--- src/rtl/crc_sched_pkg.sv ---
// Shared types and widths for the CRC memory scrub scheduler.
package crc_sched_pkg;

    localparam int ADDR_W    = 4;
    localparam int DATA_W    = 8;
    localparam int ERR_CNT_W = 8;

    typedef enum logic [2:0] {
        IDLE,
        WR_ISSUE,
        WR_WAIT_HI,
        WR_WAIT_LO,
        RD_ISSUE,
        RD_WAIT,
        DONE
    } state_t;

    typedef enum logic {
        OWN_HOST,
        OWN_SCRUB
    } owner_t;

endpackage

--- src/rtl/crc_mem_scrub_scheduler_timer.sv ---
// Background scrub interval timer: raises scrub_pending every SCRUB_INTERVAL enabled cycles.
module crc_scrub_interval_timer #(
    parameter int SCRUB_INTERVAL = 256
) (
    input  logic clk,
    input  logic rst,
    input  logic scrub_enable,
    input  logic scrub_grant,
    output logic scrub_pending
);

    localparam int CNT_W = (SCRUB_INTERVAL > 1) ? $clog2(SCRUB_INTERVAL) : 1;

    logic [CNT_W-1:0] cnt;

    // Counter is frozen while a scrub waits for the port, so intervals never stack up.
    always_ff @(posedge clk) begin
        if (rst) begin
            cnt           <= '0;
            scrub_pending <= 1'b0;
        end else begin
            if (scrub_grant)
                scrub_pending <= 1'b0;
            if (!scrub_enable) begin
                cnt <= '0;
            end else if (!scrub_pending) begin
                if (cnt == CNT_W'(SCRUB_INTERVAL - 1)) begin
                    cnt           <= '0;
                    scrub_pending <= 1'b1;
                end else begin
                    cnt <= cnt + 1'b1;
                end
            end
        end
    end

endmodule

--- src/rtl/crc_mem_scrub_scheduler.sv ---
// Shares one memory command port between a host and a background CRC scrubber.
module crc_mem_scrub_scheduler
    import crc_sched_pkg::*;
#(
    parameter int SCRUB_INTERVAL  = 256,
    parameter int MAX_HOST_GRANTS = 4,
    parameter int TIMEOUT_CYCLES  = 64
) (
    input  logic                 clk,
    input  logic                 rst,
    input  logic                 host_req,
    input  logic                 host_we,
    input  logic [ADDR_W-1:0]    host_addr,
    input  logic [DATA_W-1:0]    host_wdata,
    output logic                 host_ack,
    output logic [DATA_W-1:0]    host_rdata,
    output logic                 host_err,
    output logic                 host_timeout,
    input  logic                 scrub_enable,
    output logic                 mem_write,
    output logic                 mem_read,
    output logic [ADDR_W-1:0]    mem_addr,
    output logic [DATA_W-1:0]    mem_wdata,
    input  logic                 mem_write_busy,
    input  logic                 mem_read_busy,
    input  logic                 mem_completed,
    input  logic                 mem_data_valid,
    input  logic                 mem_error_detected,
    input  logic [DATA_W-1:0]    mem_data_out,
    output logic [ERR_CNT_W-1:0] err_count,
    output logic [ADDR_W-1:0]    last_err_addr,
    output logic                 scrub_pass_done,
    output logic                 timeout_flag
);

    localparam int WAIT_W = $clog2(TIMEOUT_CYCLES + 1);
    localparam int GNT_W  = $clog2(MAX_HOST_GRANTS + 1);

    state_t            state, state_nxt;
    owner_t            owner;
    logic [ADDR_W-1:0] scrub_addr;
    logic [GNT_W-1:0]  grant_cnt;
    logic [WAIT_W-1:0] wait_cnt;
    logic              scrub_pending, force_scrub, wait_tmo;
    logic              grant_host, grant_scrub;
    logic              fin_err, fin_to, op_err, op_to;

    crc_scrub_interval_timer #(
        .SCRUB_INTERVAL(SCRUB_INTERVAL)
    ) u_timer (
        .clk          (clk),
        .rst          (rst),
        .scrub_enable (scrub_enable),
        .scrub_grant  (grant_scrub),
        .scrub_pending(scrub_pending)
    );

    assign force_scrub     = scrub_pending && (grant_cnt == GNT_W'(MAX_HOST_GRANTS));
    assign wait_tmo        = (wait_cnt == WAIT_W'(TIMEOUT_CYCLES - 1));
    assign mem_write       = (state == WR_ISSUE);
    assign mem_read        = (state == RD_ISSUE);
    assign host_ack        = (state == DONE) && (owner == OWN_HOST);
    assign scrub_pass_done = (state == DONE) && (owner == OWN_SCRUB) && (scrub_addr == '1);

    always_comb begin
        state_nxt   = state;
        grant_host  = 1'b0;
        grant_scrub = 1'b0;
        fin_err     = 1'b0;
        fin_to      = 1'b0;
        case (state)
            IDLE: begin
                if (!mem_write_busy && !mem_read_busy) begin
                    if (host_req && !force_scrub) begin
                        grant_host = 1'b1;
                        state_nxt  = host_we ? WR_ISSUE : RD_ISSUE;
                    end else if (scrub_pending) begin
                        grant_scrub = 1'b1;
                        state_nxt   = RD_ISSUE;
                    end
                end
            end
            WR_ISSUE: state_nxt = WR_WAIT_HI;
            WR_WAIT_HI: begin
                if (mem_write_busy) begin
                    state_nxt = WR_WAIT_LO;
                end else if (wait_tmo) begin
                    state_nxt = DONE;
                    fin_to    = 1'b1;
                end
            end
            WR_WAIT_LO: begin
                if (!mem_write_busy) begin
                    state_nxt = DONE;
                end else if (wait_tmo) begin
                    state_nxt = DONE;
                    fin_to    = 1'b1;
                end
            end
            RD_ISSUE: state_nxt = RD_WAIT;
            RD_WAIT: begin
                if (mem_completed) begin
                    state_nxt = DONE;
                    fin_err   = mem_error_detected | ~mem_data_valid;
                end else if (wait_tmo) begin
                    state_nxt = DONE;
                    fin_to    = 1'b1;
                end
            end
            DONE:    state_nxt = IDLE;
            default: state_nxt = IDLE;
        endcase
    end

    always_ff @(posedge clk) begin
        if (rst) begin
            state         <= IDLE;
            owner         <= OWN_HOST;
            mem_addr      <= '0;
            mem_wdata     <= '0;
            wait_cnt      <= '0;
            grant_cnt     <= '0;
            scrub_addr    <= '0;
            op_err        <= 1'b0;
            op_to         <= 1'b0;
            host_rdata    <= '0;
            host_err      <= 1'b0;
            host_timeout  <= 1'b0;
            err_count     <= '0;
            last_err_addr <= '0;
            timeout_flag  <= 1'b0;
        end else begin
            state <= state_nxt;
            // Any state change restarts the wait counter, so each wait state gets a full budget.
            wait_cnt <= (state_nxt != state) ? '0 : wait_cnt + 1'b1;

            if (grant_host) begin
                owner     <= OWN_HOST;
                mem_addr  <= host_addr;
                mem_wdata <= host_wdata;
                if (scrub_pending && grant_cnt != GNT_W'(MAX_HOST_GRANTS))
                    grant_cnt <= grant_cnt + 1'b1;
            end
            if (grant_scrub) begin
                owner     <= OWN_SCRUB;
                mem_addr  <= scrub_addr;
                mem_wdata <= '0;
                grant_cnt <= '0;
            end

            if (state != DONE && state_nxt == DONE) begin
                op_err <= fin_err;
                op_to  <= fin_to;
                if (fin_to)
                    timeout_flag <= 1'b1;
                if (owner == OWN_HOST) begin
                    host_err     <= fin_err;
                    host_timeout <= fin_to;
                    if (state == RD_WAIT && !fin_to)
                        host_rdata <= mem_data_out;
                end
            end

            // Scrub bookkeeping happens on the way out of DONE; a timed-out scrub still advances.
            if (state == DONE && owner == OWN_SCRUB) begin
                scrub_addr <= scrub_addr + 1'b1;
                if (op_err && !op_to) begin
                    last_err_addr <= scrub_addr;
                    if (err_count != '1)
                        err_count <= err_count + 1'b1;
                end
            end
        end
    end

endmodule

--- config.mk ---
export PLATFORM = sky130hd
export DESIGN_NAME = crc_mem_scrub_scheduler
export DESIGN_NICKNAME = d
export VERILOG_FILES = /design/src/rtl/crc_sched_pkg.sv /design/src/rtl/crc_mem_scrub_scheduler_timer.sv /design/src/rtl/crc_mem_scrub_scheduler.sv
export SDC_FILE = /design/constraint.sdc
export NUM_CORES = 1
export LEC_CHECK = 0
export CORE_MARGIN = 2
export CORE_UTILIZATION = 53
export DETAILED_ROUTE_END_ITERATION = 8
export PLACE_DENSITY = 0.91
export RECOVER_POWER = 100
export REMOVE_ABC_BUFFERS = 1
export SLEW_MARGIN = 5
export SYNTH_ARGS = -nofsm -noshare
export SYNTH_HDL_FRONTEND = slang
export SYNTH_HIERARCHICAL = 1
export SYNTH_SLANG_ARGS = --single-unit
--- constraint.sdc ---
create_clock -name clk -period 6.7 [get_ports clk]
set_input_delay 1.34 -clock clk [delete_from_list [all_inputs] [get_ports clk]]
set_output_delay 1.34 -clock clk [all_outputs]
set_load 0.01 [all_outputs]
==> results of run 1 <==
## sequential cells by signal (all words and copies together) (netlist names), 3 cells and up
name and count:
mem_addr 4, wait_cnt 7, u_timer/cnt 8, state 3, host_rdata 8, grant_cnt 3
last_err_addr 4, err_count 8, scrub_addr 4, mem_wdata 8
## logic make-up (layout without fill, tap and decap cells)
kind of cell	after synthesis	after routing	synth area share [%]
AO/OA/AOI/OAI	40	40	9.280
XOR/XNOR	20	20	5.960
AND/OR/NAND/NOR	139	139	25.54
buffers and inverters	29	100	4.512
flip-flops	64	64	43.59
multiplexers	25	25	8.557
adder cells (fa/ha/maj)	6	6	2.554
## layout make-up
class	instances	area share, %
multi-input cells	230	39.29
clock buffers	11	3.958
inverters	14	1.374
well taps	72	2.355
flip-flops and latches	64	33.50
clock inverters	5	1.439
repair buffers	70	18.09
## per-layer routing
layer / track usage, % / share of wire (%) / vias up
met2: 38.02 / 50 / 77
met3: 8.851 / 7.1 / 10
met1: 23.90 / 41 / 1189
met4: 7.895 / 1.6 / 0
li1: - / - / 1261
met5: 0 / 0 / -
## power by group
group,internal [uW],switching [uW]
clock,191,152
sequential,388,7.71
combinational,34.2,32.5
total,612,192
## Yosys cell counts, types with 2 or more instances
cell type	number
nor3b_1	2
nand3b_1	6
nor4_1	3
buf_6	3
xnor2_1	12
a21oi_1	11
nor2b_1	6
nor3_1	14
nand4_1	4
nor4b_1	2
inv_1	13
o21a_1	2
xor2_1	8
mux2i_1	24
and3_1	2
a221oi_1	5
or4_1	3
o21ai_0	10
nand2_1	29
nor2_1	42
ha_1	6
nand2b_1	2
nand4b_1	2
dfxtp_1	64
clkbuf_1	10
o211ai_1	3
nand3_1	9
## critical path: stages
cell           delay [ns]
dlygate4sd3_1        0.53
clkbuf_1             1.01
clkinv_1             0.89
o221ai_1             0.49
nor3_1               0.12
## how the worst min path moves through the flow
stage                                    start                          to  slack [ns]  depth (start not counted)
floorplan                   op_to$_SDFFE_PP0N_          op_to$_SDFFE_PP0N_        0.44                          2
detailed placement   timeout_flag$_SDFFE_PP0P_   timeout_flag$_SDFFE_PP0P_        0.44                          2
finish               timeout_flag$_SDFFE_PP0P_   timeout_flag$_SDFFE_PP0P_        0.44                          2
global route        host_rdata[1]$_SDFFE_PP0P_  host_rdata[1]$_SDFFE_PP0P_        0.48                          2
global placement     timeout_flag$_SDFFE_PP0P_   timeout_flag$_SDFFE_PP0P_        0.44                          2
CTS                  timeout_flag$_SDFFE_PP0P_   timeout_flag$_SDFFE_PP0P_        0.45                          2
## per-stage QoR
stage	hold slack, ns	worst slack (ns)	instances
after floorplan	0.4419	2.600	308
after global placement	0.4363	2.950	450
after detailed placement	0.4405	2.903	450
after CTS	0.4504	3.242	466
after global routing	0.4776	2.258	466
final	0.4437	2.522	466
==> impl_metrics.json, run 1 <==
{
  "synthCells": 323,
  "drive_gt1_share_pct": 6.345,
  "synth-seq-cells": 64,
  "timing.rr.start": "state[0]$_SDFF_PP0_",
  "slew_headroom_pct": 7.728,
  "fmax_mhz": 239.3,
  "cts-htree-levels": 3,
  "grt_antenna_before_repair": 0,
  "path_clk_slew_ns": 0.07,
  "rr_worst_depth": 5,
  "core_um2": 5439,
  "numCtsBuffers": 9,
  "vias": 2537,
  "synth_edf_count": 0,
  "diodes": 0,
  "cts_setup_buffers": 0,
  "clk_path_buf_depth": 2,
  "synth_top_area_share_pct": 43.59,
  "place_area_um2": 3651,
  "initial_core_util_pct": 54.04,
  "wirelength_mm": 6.361,
  "avgSynthCellArea_um2": 9.099,
  "async_flop_share_pct": 0,
  "clkLatencyLatePin_ns": 0.35,
  "avgViaCountPerCell": 5.444,
  "rrSetupSlack_ns": 4.04,
  "cp-endpoint": "wait_cnt[6]$_SDFF_PP0_",
  "synth_area_leaders": "dfxtp_1 (44%), mux2i_1 (8.2%), nor2_1 (5.4%), nand2_1 (3.7%), xnor2_1 (3.6%)",
  "finalMaxSlewViolations": 0,
  "gp_congestion": 0.8306,
  "die_h_um": 78.47,
  "skew_ns": 0.007649,
  "cts-resized-gates": 0,
  "drtPass1Iterations": 4,
  "dp_hpwl_mm": 4.449,
  "io_buffers": 68,
  "cts_root_buffer": "clkbuf_8",
  "setup_viol": 0,
  "cts.sinks": 64,
  "multiInputGateArea_um2": 1503,
  "p_leak_uw": 0.001534,
  "finalPower_uw": 804.9,
  "grt-ovfl-total": 0,
  "yosys_warnings": 6,
  "worstSetupPathType": "input pin to flip-flop",
  "dieArea_um2": 6157,
  "power_per_cell_area_nw_per_um2": 210.4,
  "grt_pass1_wl_mm": 10.63,
  "final_core_util_pct": 70.32,
  "fin_crit_sh_pct": 62.36,
  "final_common_cell": "dfxtp_1",
  "fin_area_um2": 3825,
  "rsz0062_at_grt": "false",
  "wl_per_cell_um": 13.65,
  "cp.arrival_ns": 4.39,
  "hold_class": "flip-flop to flip-flop",
  "cts_tree": "yes",
  "holdBufCountCts": 0,
  "antenna_left": 0,
  "layout_min_cycle_time_ns": 4.178,
  "num_io_pins": 69,
  "setup_tns_ns": 0,
  "final_cell_mix": "dfxtp_1 (64), nor2_1 (42), dlygate4sd3_1 (41), nand2_1 (29), clkdlybuf4s50_1 (27)",
  "drv_cap": 0,
  "required_ns": 6.91,
  "grt_max_degree": 34,
  "drc": 0,
  "worstSetupEndpointType": "flip-flop",
  "outcome": "finished clean",
  "syn_area_um2": 2939,
  "synth.distinct_cells": 53,
  "worstSetupStartpointType": "input pin",
  "fillers": 404,
  "rows": 27,
  "hold_violations": 0,
  "ys.flop_type": "dfxtp_1",
  "synth_largest_area_cell": "dfxtp_1",
  "seqCellArea_um2": 1281,
  "crit_start": "rst",
  "critPathMaxFanout": 33,
  "seq_area_frac_synth_pct": 43.59,
  "area_growth_pct": 30.14,
  "r2r-end": "host_timeout$_SDFFE_PP0P_",
  "grt_pass1_vias": 2492,
  "grt_usage_pct": 21.83,
  "ir_drop_mv": 0.1911,
  "die_w_um": 78.47,
  "drtIter0Drc": 100,
  "nets": 425,
  "worst_pin_slew_ns": 1.384
}
Power figures use the tool's default switching activity.
==> run 2, diff against run 1 <==
CORE_UTILIZATION = 50   (was 53)
PLACE_DENSITY = 0.87   (was 0.91)
clock period = 4.31 ns   (was 6.7 ns; I/O delays follow)
==> run 2 against run 1 <==
Routed wire length fell by 3.6%. Global-route usage fell by 0.82 points. Total power rose by 44%. Die area rose by 5.7%.
==> impl_metrics.json, run 2 (synthesized netlist as in run 1, its figures left out) <==
{
  "outcome": "finished clean",
  "required_ns": 4.53,
  "cts-resized-gates": 0,
  "comb_power_share_pct": 8.9,
  "holdBufCountCts": 0,
  "diodes": 0,
  "hold_path_startpoint": "timeout_flag$_SDFFE_PP0P_",
  "finalMaxSlewViolations": 0,
  "worstSetupPathType": "input pin to flip-flop",
  "switching_share_pct": 24.02,
  "nets": 425,
  "intPower_uw": 878.9,
  "rows": 27,
  "gp_congestion": 0.8449,
  "worstSetupEndpointType": "flip-flop",
  "die_w_um": 80.67,
  "crit_buf_inv": 1,
  "avgViaCountPerCell": 5.300,
  "numCtsBuffers": 9,
  "drc": 0,
  "whs_path_depth": 2,
  "ir_drop_mv": 0.1918,
  "antenna_left": 0,
  "drive_gt1_share_pct": 5.330,
  "wirelength_mm": 6.131,
  "clockPowerShare_pct": 37.9,
  "layout_min_cycle_time_ns": 3.218,
  "area_growth_pct": 28.78,
  "wl_per_cell_um": 13.16,
  "instances_no_fill": 466,
  "seq_power_share_pct": 53.2,
  "grt_max_degree": 33,
  "min_to": "timeout_flag$_SDFFE_PP0P_",
  "num_io_pins": 69,
  "grt_pass1_wl_mm": 10.61,
  "grt-ovfl-total": 0,
  "cts-htree-levels": 3,
  "slowest_delay_ns": 0.57,
  "hold_class": "flip-flop to flip-flop",
  "r2r-end": "host_timeout$_SDFFE_PP0P_",
  "worst_pin_slew_ns": 1.305,
  "p_leak_uw": 0.001517,
  "io_buffers": 68,
  "path_delay_family": "simple AND/OR/NAND/NOR gates",
  "fin_crit_sh_pct": 74.66,
  "slew_headroom_pct": 13.02,
  "placed_cells": 450,
  "path_clk_slew_ns": 0.06,
  "cts_setup_buffers": 0,
  "drtIter0Drc": 103,
  "routed.top_layer": "met4",
  "cts_tree": "yes",
  "route.met2.wl_mm": 3.040,
  "clkLatencyLatePin_ns": 0.33,
  "grt_pass1_vias": 2328,
  "grt_antenna_before_repair": 0,
  "hold_violations": 0,
  "rrSetupSlack_ns": 1.68,
  "route.met3.wl_um": 428,
  "grt_usage_pct": 21.01,
  "cts_root_buffer": "clkbuf_8",
  "vias": 2470,
  "final_common_cell": "dfxtp_1",
  "skew_ns": 0.006134,
  "p_sw_uw": 277.8,
  "critPathMaxFanout": 6,
  "rr_worst_depth": 5,
  "die_h_um": 80.67,
  "fin_area_um2": 3785,
  "wl_met1_mm": 2.607,
  "core_um2": 5608,
  "initial_core_util_pct": 52.41,
  "setup_viol": 0,
  "dieArea_um2": 6508,
  "final_cell_mix": "dfxtp_1 (64), nor2_1 (42), dlygate4sd3_1 (42), nand2_1 (29), clkdlybuf4s50_1 (26)",
  "crit_path_cell_trace": "dlygate4sd3_1 -> or4_1 -> or3_1 -> o211a_1 -> nor3_1 -> mux2_1",
  "dp_hpwl_mm": 4.477,
  "critPathSlowestCell": "dlygate4sd3_1",
  "worstSetupStartpointType": "input pin",
  "place_area_um2": 3651,
  "power_per_cell_area_nw_per_um2": 305.6,
  "clk_path_buf_depth": 2,
  "setup_tns_ns": 0,
  "cts.sinks": 64,
  "fmax_mhz": 310.8,
  "cp.arrival_ns": 3.44,
  "drtPass1Iterations": 4,
  "drv_cap": 0,
  "timing.rr.start": "state[0]$_SDFF_PP0_",
  "rsz0062_at_grt": "false"
}
==> run 2: cell types whose count changed in the layout (fill, tap and decap cells not counted), sizes merged <==
cell and change:
bufinv -1, dlygate4sd3 +1, clkbuf +2, clkdlybuf4s50 -1
clkinvlp -1
==> run 2: routing by layer <==
metal / GRT usage (%) / vias up
met4: 6.610 / 0
met2: 34.67 / 66
li1: - / 1265
met3: 8.090 / 4
met5: 0 / -
met1: 25.14 / 1135
==> run 2: worst max-delay path by stage <==
stage / from / endpoint / slack, ns / cells past startpoint
global route: mem_write_busy / host_timeout$_SDFFE_PP0P_ / 1.01 / 6
global placement: mem_write_busy / host_timeout$_SDFFE_PP0P_ / 1.06 / 6
CTS: state[2]$_SDFF_PP0_ / scrub_pass_done / 1.36 / 3
finish: mem_write_busy / host_timeout$_SDFFE_PP0P_ / 1.09 / 6
floorplan: mem_write_busy / wait_cnt[2]$_SDFF_PP0_ / 0.69 / 5
detailed placement: mem_write_busy / host_timeout$_SDFFE_PP0P_ / 1.03 / 6
==> run 2: power by group through the flow <==
stage | Clock (uW) | Sequential, uW | Combinational, uW
floorplan | 0 | 628 | 51.8
global placement | 0 | 628 | 108
detailed placement | 0 | 628 | 111
CTS | 452 | 615 | 112
global route | 479 | 616 | 114
finish | 438 | 615 | 103
==> run 2: area by class of cell <==
cell class,instances,area (um^2)
fillers,458,1823
multi-input cells,230,1503
flip-flops and latches,64,1281
repair buffers,70,691.9
clock buffers,13,148.9
well taps,72,90.09
inverters,14,52.55
clock inverters,3,17.52
==> run 2: per-stage QoR <==
stage	setup WS, ns	util (%)	power, uW	hold slack (ns)
after floorplan	0.6879	-	679.9	0.4419
after global placement	1.060	65.10	735.6	0.4374
after detailed placement	1.033	65.10	739.2	0.4374
after CTS	1.360	68.07	1179	0.4474
after global routing	1.010	67.49	1209	0.4745
final	1.092	67.49	1157	0.4403
==> run 2: worst register-to-register path, delay by kind of cell, from the launching register on <==
family	cells	cell delay, ns
DFF	1	0.43
and+or+nand+nor	3	1.43
AOI/OAI and AO/OA	1	0.30
muxes	1	0.36
